[config.mk]
export PLATFORM = sky130hd
export DESIGN_NAME = lsq_ret_bundle_q
export DESIGN_NICKNAME = d
export VERILOG_FILES = /design/src/rtl/lsq_ret_bundle_q.sv
export SDC_FILE = /design/constraint.sdc
export NUM_CORES = 1
export LEC_CHECK = 0
export BUFFER_PORTS_ARGS = -buffer_cell sky130_fd_sc_hd__clkbuf_2
export CAP_MARGIN = 10
export CELL_PAD_IN_SITES_DETAIL_PLACEMENT = 1
export CELL_PAD_IN_SITES_GLOBAL_PLACEMENT = 2
export CORE_UTILIZATION = 40
export CTS_CLUSTER_DIAMETER = 120
export DETAILED_ROUTE_END_ITERATION = 10
export GPL_ROUTABILITY_DRIVEN = 0
export GPL_TIMING_DRIVEN = 0
export PLACE_DENSITY = 0.79
export RECOVER_POWER = 50
export SYNTH_ARGS = -nofsm -noshare
export SYNTH_HDL_FRONTEND = slang
export SYNTH_SLANG_ARGS = --single-unit
export TNS_END_PERCENT = 1
[constraint.sdc]
create_clock -name clk -period 8.45 [get_ports clk]
set_clock_uncertainty 0.2 [all_clocks]
set_input_delay 0.4225 -clock clk [delete_from_list [all_inputs] [get_ports clk]]
set_output_delay 0.4225 -clock clk [all_outputs]
set_load 0.02 [all_outputs]
[src/rtl/lsq_ret_bundle_q.sv]
// lsq_ret_bundle_q: in-order retire-bundle queue feeding the LSQ retire-decide stage
module lsq_ret_bundle_q #(
    parameter int DEPTH = 8,
    parameter int SHR_W = 16
) (
    input  logic             clk,
    input  logic             rst,
    input  logic             alloc_en,
    input  logic [5:0]       alloc_II,
    input  logic [5:0]       alloc_mask,
    input  logic [23:0]      alloc_slots,
    input  logic             alloc_thread,
    input  logic [SHR_W-1:0] alloc_shr,
    output logic             alloc_full,
    input  logic [5:0]       cmpl_en,
    input  logic [35:0]      cmpl_II,
    input  logic [5:0]       cmpl_excpt,
    input  logic [5:0]       cmpl_ld_confl,
    input  logic [5:0]       cmpl_wait_confl,
    input  logic [23:0]      cmpl_exbits,
    output logic             cmpl_miss,
    input  logic             except,
    input  logic             except_thread,
    output logic             dataB_ready,
    input  logic             dataB_enOut,
    output logic [5:0]       dataB_II,
    output logic [5:0]       dataB_ret_mask,
    output logic [5:0]       dataB_excpt,
    output logic [5:0]       dataB_ld_confl,
    output logic [5:0]       dataB_wait_confl,
    output logic [23:0]      dataB_exbits,
    output logic [3:0]       dataB_II0,
    output logic [3:0]       dataB_II1,
    output logic [3:0]       dataB_II2,
    output logic [3:0]       dataB_II3,
    output logic [3:0]       dataB_II4,
    output logic [3:0]       dataB_II5,
    output logic             dataB_thread,
    output logic [SHR_W-1:0] dataB_data_shr
);
    localparam int AW = $clog2(DEPTH);
    localparam int CW = AW + 1;

    logic [DEPTH-1:0] vld;
    logic [DEPTH-1:0] thr_q;
    logic [5:0]       ii_q  [DEPTH];
    logic [5:0]       msk_q [DEPTH];
    logic [5:0]       done_q[DEPTH];
    logic [5:0]       exc_q [DEPTH];
    logic [5:0]       ldc_q [DEPTH];
    logic [5:0]       wtc_q [DEPTH];
    logic [23:0]      slt_q [DEPTH];
    logic [23:0]      exb_q [DEPTH];
    logic [SHR_W-1:0] shr_q [DEPTH];

    logic [AW-1:0] head, tail;
    logic [CW-1:0] cnt;
    logic [5:0]    hit [DEPTH];
    logic [5:0]    miss;
    logic          do_alloc, do_pop, skip, adv, flush_head;

    always_comb begin
        miss = cmpl_en;
        for (int i = 0; i < DEPTH; i++) begin
            hit[i] = '0;
            for (int k = 0; k < 6; k++) begin
                hit[i][k] = cmpl_en[k] && vld[i] && ii_q[i] == cmpl_II[6*k +: 6];
                if (hit[i][k]) miss[k] = 1'b0;
            end
        end
    end

    assign alloc_full  = cnt == CW'(DEPTH);
    assign do_alloc    = alloc_en && !alloc_full;
    assign dataB_ready = vld[head] && cnt != '0 && (done_q[head] & msk_q[head]) == msk_q[head];
    // a head flushed this cycle is left as a hole and removed by the skip path next cycle
    assign flush_head  = except && thr_q[head] == except_thread;
    assign do_pop      = dataB_enOut && dataB_ready && !flush_head;
    assign skip        = cnt != '0 && !vld[head];
    assign adv         = do_pop || skip;

    always_ff @(posedge clk) begin
        if (rst) begin
            head      <= '0;
            tail      <= '0;
            cnt       <= '0;
            cmpl_miss <= 1'b0;
            vld       <= '0;
            for (int i = 0; i < DEPTH; i++) done_q[i] <= '0;
        end else begin
            cmpl_miss <= |miss;
            head      <= head + AW'(adv);
            tail      <= tail + AW'(do_alloc);
            cnt       <= cnt + CW'(do_alloc) - CW'(adv);
            for (int i = 0; i < DEPTH; i++) begin
                for (int k = 0; k < 6; k++) begin
                    if (hit[i][k] && msk_q[i][k]) begin
                        done_q[i][k]        <= 1'b1;
                        exc_q[i][k]         <= cmpl_excpt[k];
                        ldc_q[i][k]         <= cmpl_ld_confl[k];
                        wtc_q[i][k]         <= cmpl_wait_confl[k];
                        exb_q[i][4*k +: 4]  <= cmpl_exbits[4*k +: 4];
                    end
                end
                if (except && thr_q[i] == except_thread) vld[i] <= 1'b0;
            end
            if (do_pop) vld[head] <= 1'b0;
            // written last so a same-cycle flush never hits the new entry
            if (do_alloc) begin
                vld[tail]    <= 1'b1;
                ii_q[tail]   <= alloc_II;
                msk_q[tail]  <= alloc_mask;
                slt_q[tail]  <= alloc_slots;
                thr_q[tail]  <= alloc_thread;
                shr_q[tail]  <= alloc_shr;
                done_q[tail] <= '0;
                exc_q[tail]  <= '0;
                ldc_q[tail]  <= '0;
                wtc_q[tail]  <= '0;
                exb_q[tail]  <= '0;
            end
        end
    end

    assign dataB_II         = ii_q[head];
    assign dataB_ret_mask   = msk_q[head];
    assign dataB_excpt      = exc_q[head];
    assign dataB_ld_confl   = ldc_q[head];
    assign dataB_wait_confl = wtc_q[head];
    assign dataB_exbits     = exb_q[head];
    assign dataB_II0        = slt_q[head][3:0];
    assign dataB_II1        = slt_q[head][7:4];
    assign dataB_II2        = slt_q[head][11:8];
    assign dataB_II3        = slt_q[head][15:12];
    assign dataB_II4        = slt_q[head][19:16];
    assign dataB_II5        = slt_q[head][23:20];
    assign dataB_thread     = thr_q[head];
    assign dataB_data_shr   = shr_q[head];
endmodule

# --- Word-level counts from Yosys, hierarchy flattened ---
# Memory sizes are Yosys's and may differ from the RTL's. A register that Yosys moved wholly into a read port is not among the register bits.
# Index checks and enable logic that the tools add are counted.
op_classes:
  bitwise_logic: 53
  n_lt_le_gt_ge: 4
  reduce_logical: 168
  muxes: 282
  addsub: 4
  n_eq_ne: 59
op_table:
  columns: ["op", "count"]
  rows:
  - ["6-bit == test", 49]
  - ["1-bit 2-to-1 mux", 265]
  - ["1-bit logical AND", 161]
  - ["1-bit bitwise OR", 48]
  - ["3-bit 2-to-1 mux", 9]
  - ["8-bit 2-to-1 mux", 3]
  - ["1-bit == test", 9]
  - ["8-bit AND", 1]
  - ["8-bit bitwise mux", 1]
  - ["3-bit by 4-bit < comparator with 1-bit output (second input constant)", 2]
  - ["8-bit inverter", 1]
  - ["8-bit bitwise OR", 1]
  - ["3-bit by 1-bit adder with 3-bit output", 2]
  - ["6-bit AND", 1]
  - ["1-bit binary-select mux with 3-bit select", 2]
  - ["1-bit demux with 3-bit select", 2]
  - ["3-bit by 1-bit greater-or-equal comparator with 1-bit output (second input constant)", 2]
  - ["6-bit OR reduction", 1]
  - ["4-bit by 1-bit adder with 4-bit output", 1]
  - ["4-bit == test (second input constant)", 1]
  - ["4-bit nonzero test", 1]
  - ["4-bit by 1-bit subtractor with 4-bit output", 1]
  - ["1-bit zero test", 3]
  - ["2-bit AND reduction", 1]
  - ["other kinds (2)", 2]
totals:
  n_memories: 9
  register_bits: 27
  inputBits: 143
  mem_bits_rw: 800
  out_inout_bits: 98
memory_table:
  columns: ["name", "depth", "width", "rd", "rd_ports_with_merged_regs", "write_ports", "line_no", "source"]
  rows:
  - ["exb_q", 8, 24, 1, 1, 9, "53", "logic [23:0] exb_q [DEPTH];"]
  - ["slt_q", 8, 24, 1, 1, 1, "52", "logic [23:0] slt_q [DEPTH];"]
  - ["shr_q", 8, 16, 1, 1, 1, "54", "logic [SHR_W-1:0] shr_q [DEPTH];"]
  - ["done_q", 8, 6, 1, 1, 9, "48", "logic [5:0] done_q[DEPTH];"]
  - ["exc_q", 8, 6, 1, 1, 9, "49", "logic [5:0] exc_q [DEPTH];"]
  - ["ii_q", 8, 6, 9, 1, 1, "46", "logic [5:0] ii_q [DEPTH];"]
  - ["3 more memories", null, null, null, null, null, null, null]

# --- Longest topological paths before layout ---
# An unclocked memory read counts as a cell.
logic_depth:
  ltp_word: 12
  mapped_depth: 16
  mapped_depth_nobuf: 13

# --- Worst setup path before layout ---
# OpenSTA, ideal clock, no wires.
synth_timing:
  path_type: "reg-to-reg"
  startpoint: "reg cnt[2]"
  endpoint: "mem ii_q[0][0] (enable)"
  path_slack_ns: 4.541
  period_less_slack_ns: 3.909
  t_arrival_ns: 3.271
  n_path_buf: 1
  path_stages_with_launch: 8
  setup_ns: 0.438
  path_cell_list: "dfxtp_1 inv_1 ha_1 and2_1 nand2b_1 or3_1 nor3_1 clkbuf_1"
synth_between:
  elab_chain_cells: 6
synth_lines:
  columns: ["item", "line_no", "source"]
  rows:
  - ["from (decl)", "57", "logic [CW-1:0] cnt;"]
  - ["from (signal assigned)", "94", "cnt <= cnt + CW'(do_alloc) - CW'(adv);"]
  - ["4-bit == test", "73", "assign alloc_full = cnt == CW'(DEPTH);"]
  - ["net alloc_full", "14", "output logic alloc_full,"]
  - ["1-bit zero test", "74", "assign do_alloc = alloc_en && !alloc_full;"]
  - ["1-bit logical AND", "74", null]
  - ["1-bit 2-to-1 mux", "109", "if (do_alloc) begin"]
  - ["1-bit 2-to-1 mux", "83", "if (rst) begin"]
  - ["1-bit 2-to-1 mux (not written as such)", "111", "ii_q[tail] <= alloc_II;"]
  - ["to (decl)", "46", null]
# The timed path passes the listed nets, and every way through them passes these cells.

==> results_dict.tcl <==
set metrics [dict create \
    cap_violations 11 \
    ys_ff_latch 827 \
    syn_nets 3236 \
    core-area_sq_um 90000 \
    multi_input_area_sq_um 14400 \
    path_cells "clkbuf_1 -> clkbuf_1 -> clkbuf_1 -> nor2b_1 -> clkbuf_1 -> and2_1 -> buf_2 -> buf_1 -> a221oi_1 -> nand3_1 -> clkbuf_2" \
    die_h_microns 303 \
    clock-sinks 827 \
    tns_ns 0 \
    grt_first_pass_wirelength_microns 221000 \
    root_buffer "clkbuf_16" \
    htree_levels 3 \
    cp_slowest_cell "clkbuf_1" \
    drive_gt1_share_pct 9.18 \
    finalSetupViolCount 0 \
    regArea_sq_um 20800 \
    post_drt_wl_per_cell_microns 33.9 \
    intPower_mw 7.46 \
    tightest_slew_ns 4.11 \
    area_growth_pct 17.9 \
    cp.arrival_ns 7.10 \
    antenna_found_initial 12 \
    dieArea_sq_um 92000 \
    fillers 9583 \
    p_sw_mw 3.73 \
    critPathMaxStageDelay_ns 1.04 \
    synthCells 3082 \
    drtPass1Iterations 5 \
    viasPerCell 6.20 \
    pwr-share-comb_pct 24.3 \
    numCtsBuffers 92 \
    crit_family "buffers and inverters" \
    yosysWarnings 0 \
    grt_usage_pct 34.2 \
    min_period_ns 7.73 \
    ys.flop_type "edfxtp_1" \
    crit_fanout 10 \
    drtIter0Drc 3191 \
    hold_path.class "in2reg" \
    power.density_nw_per_um2 262 \
    r2r-end "ii_q[3][2]" \
    post_cts_buffers 0 \
    initial_utilization_pct 40.3 \
    cp_common_cell "clkbuf_1" \
    slew_headroom_pct -174 \
    clkTransAtPathRegs_ns 0.06 \
    hold_viol_final 0 \
    reg2reg_depth 9 \
    ant_nets 0 \
    syn_area_sq_um 36300 \
    hpwl_microns 107000 \
    rrSetupSlack_ns 1.53 \
    critical_path_buf_inv_count 7 \
    status "finished, violations left" \
    fmax_ghz 0.129 \
    pin_count 241 \
    clkPwrFrac_pct 37.0 \
    ys_seq_area_share_pct 57.3 \
    endpoint_kind "output pin" \
    whs_ns 0.0255 \
    cts_tree "built" \
    whs_endpoint "exb_q[5][5]" \
    grt_pass1_vias 29903 \
    hold-path-cell-count 3 \
    rows 110 \
    synth_edf_count 424 \
    crit_type "reg2out" \
    swShare_pct 33.4 \
    min_period_over_period_pct 91.4 \
    hold_start "cmpl_exbits[5]" \
    drv_slew 326 \
    die_w_microns 303 \
    netlist-cell-type-count 50 \
    peakVddDrop_mv 0.181 \
    async_flop_share_pct 0 \
    io_buffers 153 \
    failed_checks "max-capacitance violations, max-slew violations" \
    required_ns 7.83 \
    gr-total-overflow 0 \
    clk_latency_ns 0.67 \
    clock_path_buffers 3 \
    worst_setup_path_start_kind "flop" \
    rsz0062_at_grt "false" \
    synth.avg_cell_area_sq_um 11.8 \
    vias 29119 \
    final_nets 3593 \
    grt_max_degree 42 \
    drcViolationCount 0 \
    rr_startpoint "cnt[2]" \
    seqPwrFrac_pct 38.8 \
    wirelength_microns 160000 \
    p_leak_nw 17.3 \
]
-- worst reg2reg max path: stages (launching register included) --
cell	delay, ns
dfxtp_1	0.31
inv_1	0.07
ha_1	0.20
and2_0	0.14
nand2b_1	0.30
inv_1	0.16
nand3_1	0.20
nor2_1	0.30
clkbuf_1	1.49
clkbuf_1	2.98
-- kinds of logic (layout without fill, tap and decap cells) --
family | count (synthesis) | after routing | share of synthesized area, %
flops | 827 | 827 | 57.3
other cells | 0 | 5 | 0
mux | 458 | 458 | 14.0
buf+inv | 297 | 734 | 3.16
simple gates | 805 | 805 | 10.2
xor+xnor | 301 | 301 | 7.26
fa+ha+maj | 11 | 11 | 0.400
compound gates | 383 | 383 | 7.72
-- timing repair --
action / in CTS / in global routing
hold buffers: 93 / 0
resized for setup: 0 / 0
hold endpoints to repair: 681 / 0
-- state kept, by name, summed over array words and instances, names as in the netlist --
signal     flops
done_q        48
slt_q        192
exb_q        192
shr_q        128
thr_q          8
vld            8
cnt            4
msk_q         48
tail           3
ldc_q         48
ii_q          48
exc_q         48
wtc_q         48
cmpl_miss      1
head           3
-- Yosys cell counts (16+ instances only) --
cell type  number  area, sq um
buf_1         121          454
xor2_1        139         1220
clkbuf_1      149          559
nor4_1         53          332
xnor2_1       162         1420
mux2i_1       399         3990
a21oi_1        71          355
nor2_1        376         1410
nand4_1        56          350
nand2_1        76          285
nor3_1         84          420
edfxtp_1      424        12700
nand3_1       111          556
a221oi_1       30          263
dfxtp_1       403         8070
mux4_2         31          698
a22oi_1       196         1470
a221o_1        16          160
mux2_2         24          270
-- power by group through the flow --
stage / clock (mW) / sequential, mW / combinational, mW
floorplan: 0 / 4.42 / 1.38
global placement: 0 / 4.43 / 2.53
detailed placement: 0 / 4.42 / 2.61
CTS: 4.15 / 4.34 / 2.66
global route: 4.30 / 4.34 / 2.78
finish: 4.14 / 4.34 / 2.71
-- layout make-up --
cell class | count | area share, %
Sequential cell | 827 | 48.6
Inverter | 13 | 0.114
Clock inverter | 53 | 1.39
Timing Repair Buffer | 263 | 4.50
Antenna cell | 5 | 0.0292
Buffer | 284 | 2.55
Clock buffer | 121 | 5.80
Multi-Input combinational cell | 1958 | 33.6
Tap cell | 1176 | 3.44
-- layer usage --
layer / routed length (microns) / part of all wire [%] / up-vias / global-route usage, %
met3: 13600 / 8.5 / 471 / 6.30
li1: - / - / 12041 / -
met1: 63700 / 40 / 15007 / 43.9
met2: 72400 / 45 / 1588 / 54.4
met5: 72 / 0.045 / - / 0
met4: 9760 / 6.1 / 12 / 18.9
-- how the worst max path moves through the flow --
stage             from               end  slack [ns]  cells after the start
4_1_cts        head[2]  dataB_exbits[20]        1.08                     11
3_5_place_dp   head[2]  dataB_exbits[20]        1.85                     11
2_1_floorplan   cnt[2]        ii_q[0][0]        4.54                      7
5_1_grt        head[2]  dataB_exbits[20]        0.77                     11
3_3_place_gp    cnt[2]       slt_q[0][7]        1.75                      7
6_report       head[2]  dataB_exbits[20]        0.72                     11
-- through the flow --
step | setup WS [ns] | cell area (sq um) | instances | utilization, % | total power, mW
global placement | 1.75 | 38500 | 4411 | 42.8 | 6.96
finish | 0.723 | 42800 | 4700 | 47.5 | 11.2
detailed placement | 1.85 | 38900 | 4426 | 43.2 | 7.04
global route | 0.767 | 42800 | 4697 | 47.5 | 11.4
floorplan | 4.54 | 36300 | 3082 | - | 5.79
CTS | 1.08 | 42900 | 4693 | 47.7 | 11.2
-- cells in the final DEF, fill, tap and decap left out, types with 7 or more instances in the layout --
cell           netlist  final
a21oi_1             71     71
a22o_1              13     13
o22ai_1              9      9
a221o_1             16     16
clkbuf_16            0     93
edfxtp_1           424    424
nor4_1              53     53
nor2_1             376    375
nand4_1             56     56
buf_8                0      8
buf_2               10     10
a22oi_1            196    196
mux4_2              31     31
buf_1              121    116
xnor2_1            162    162
clkbuf_1           149    234
o21ai_0             14     14
dlygate4sd3_1        0     93
a41o_1               7      7
mux2i_1            399    399
nand2_1             76     76
nor2b_1              9      9
nor3_1              84     84
a221oi_1            30     30
clkbuf_2             0    100
inv_1               13     13
dfxtp_1            403    403
xor2_1             139    139
mux2_2              24     24
clkinv_1             0     14
clkinv_2             0     13
ha_1                10     10
nand3_1            111    111
bufinv_16            0     10
or4_1               13     13
No activity file was read; power rests on OpenSTA's default activity.
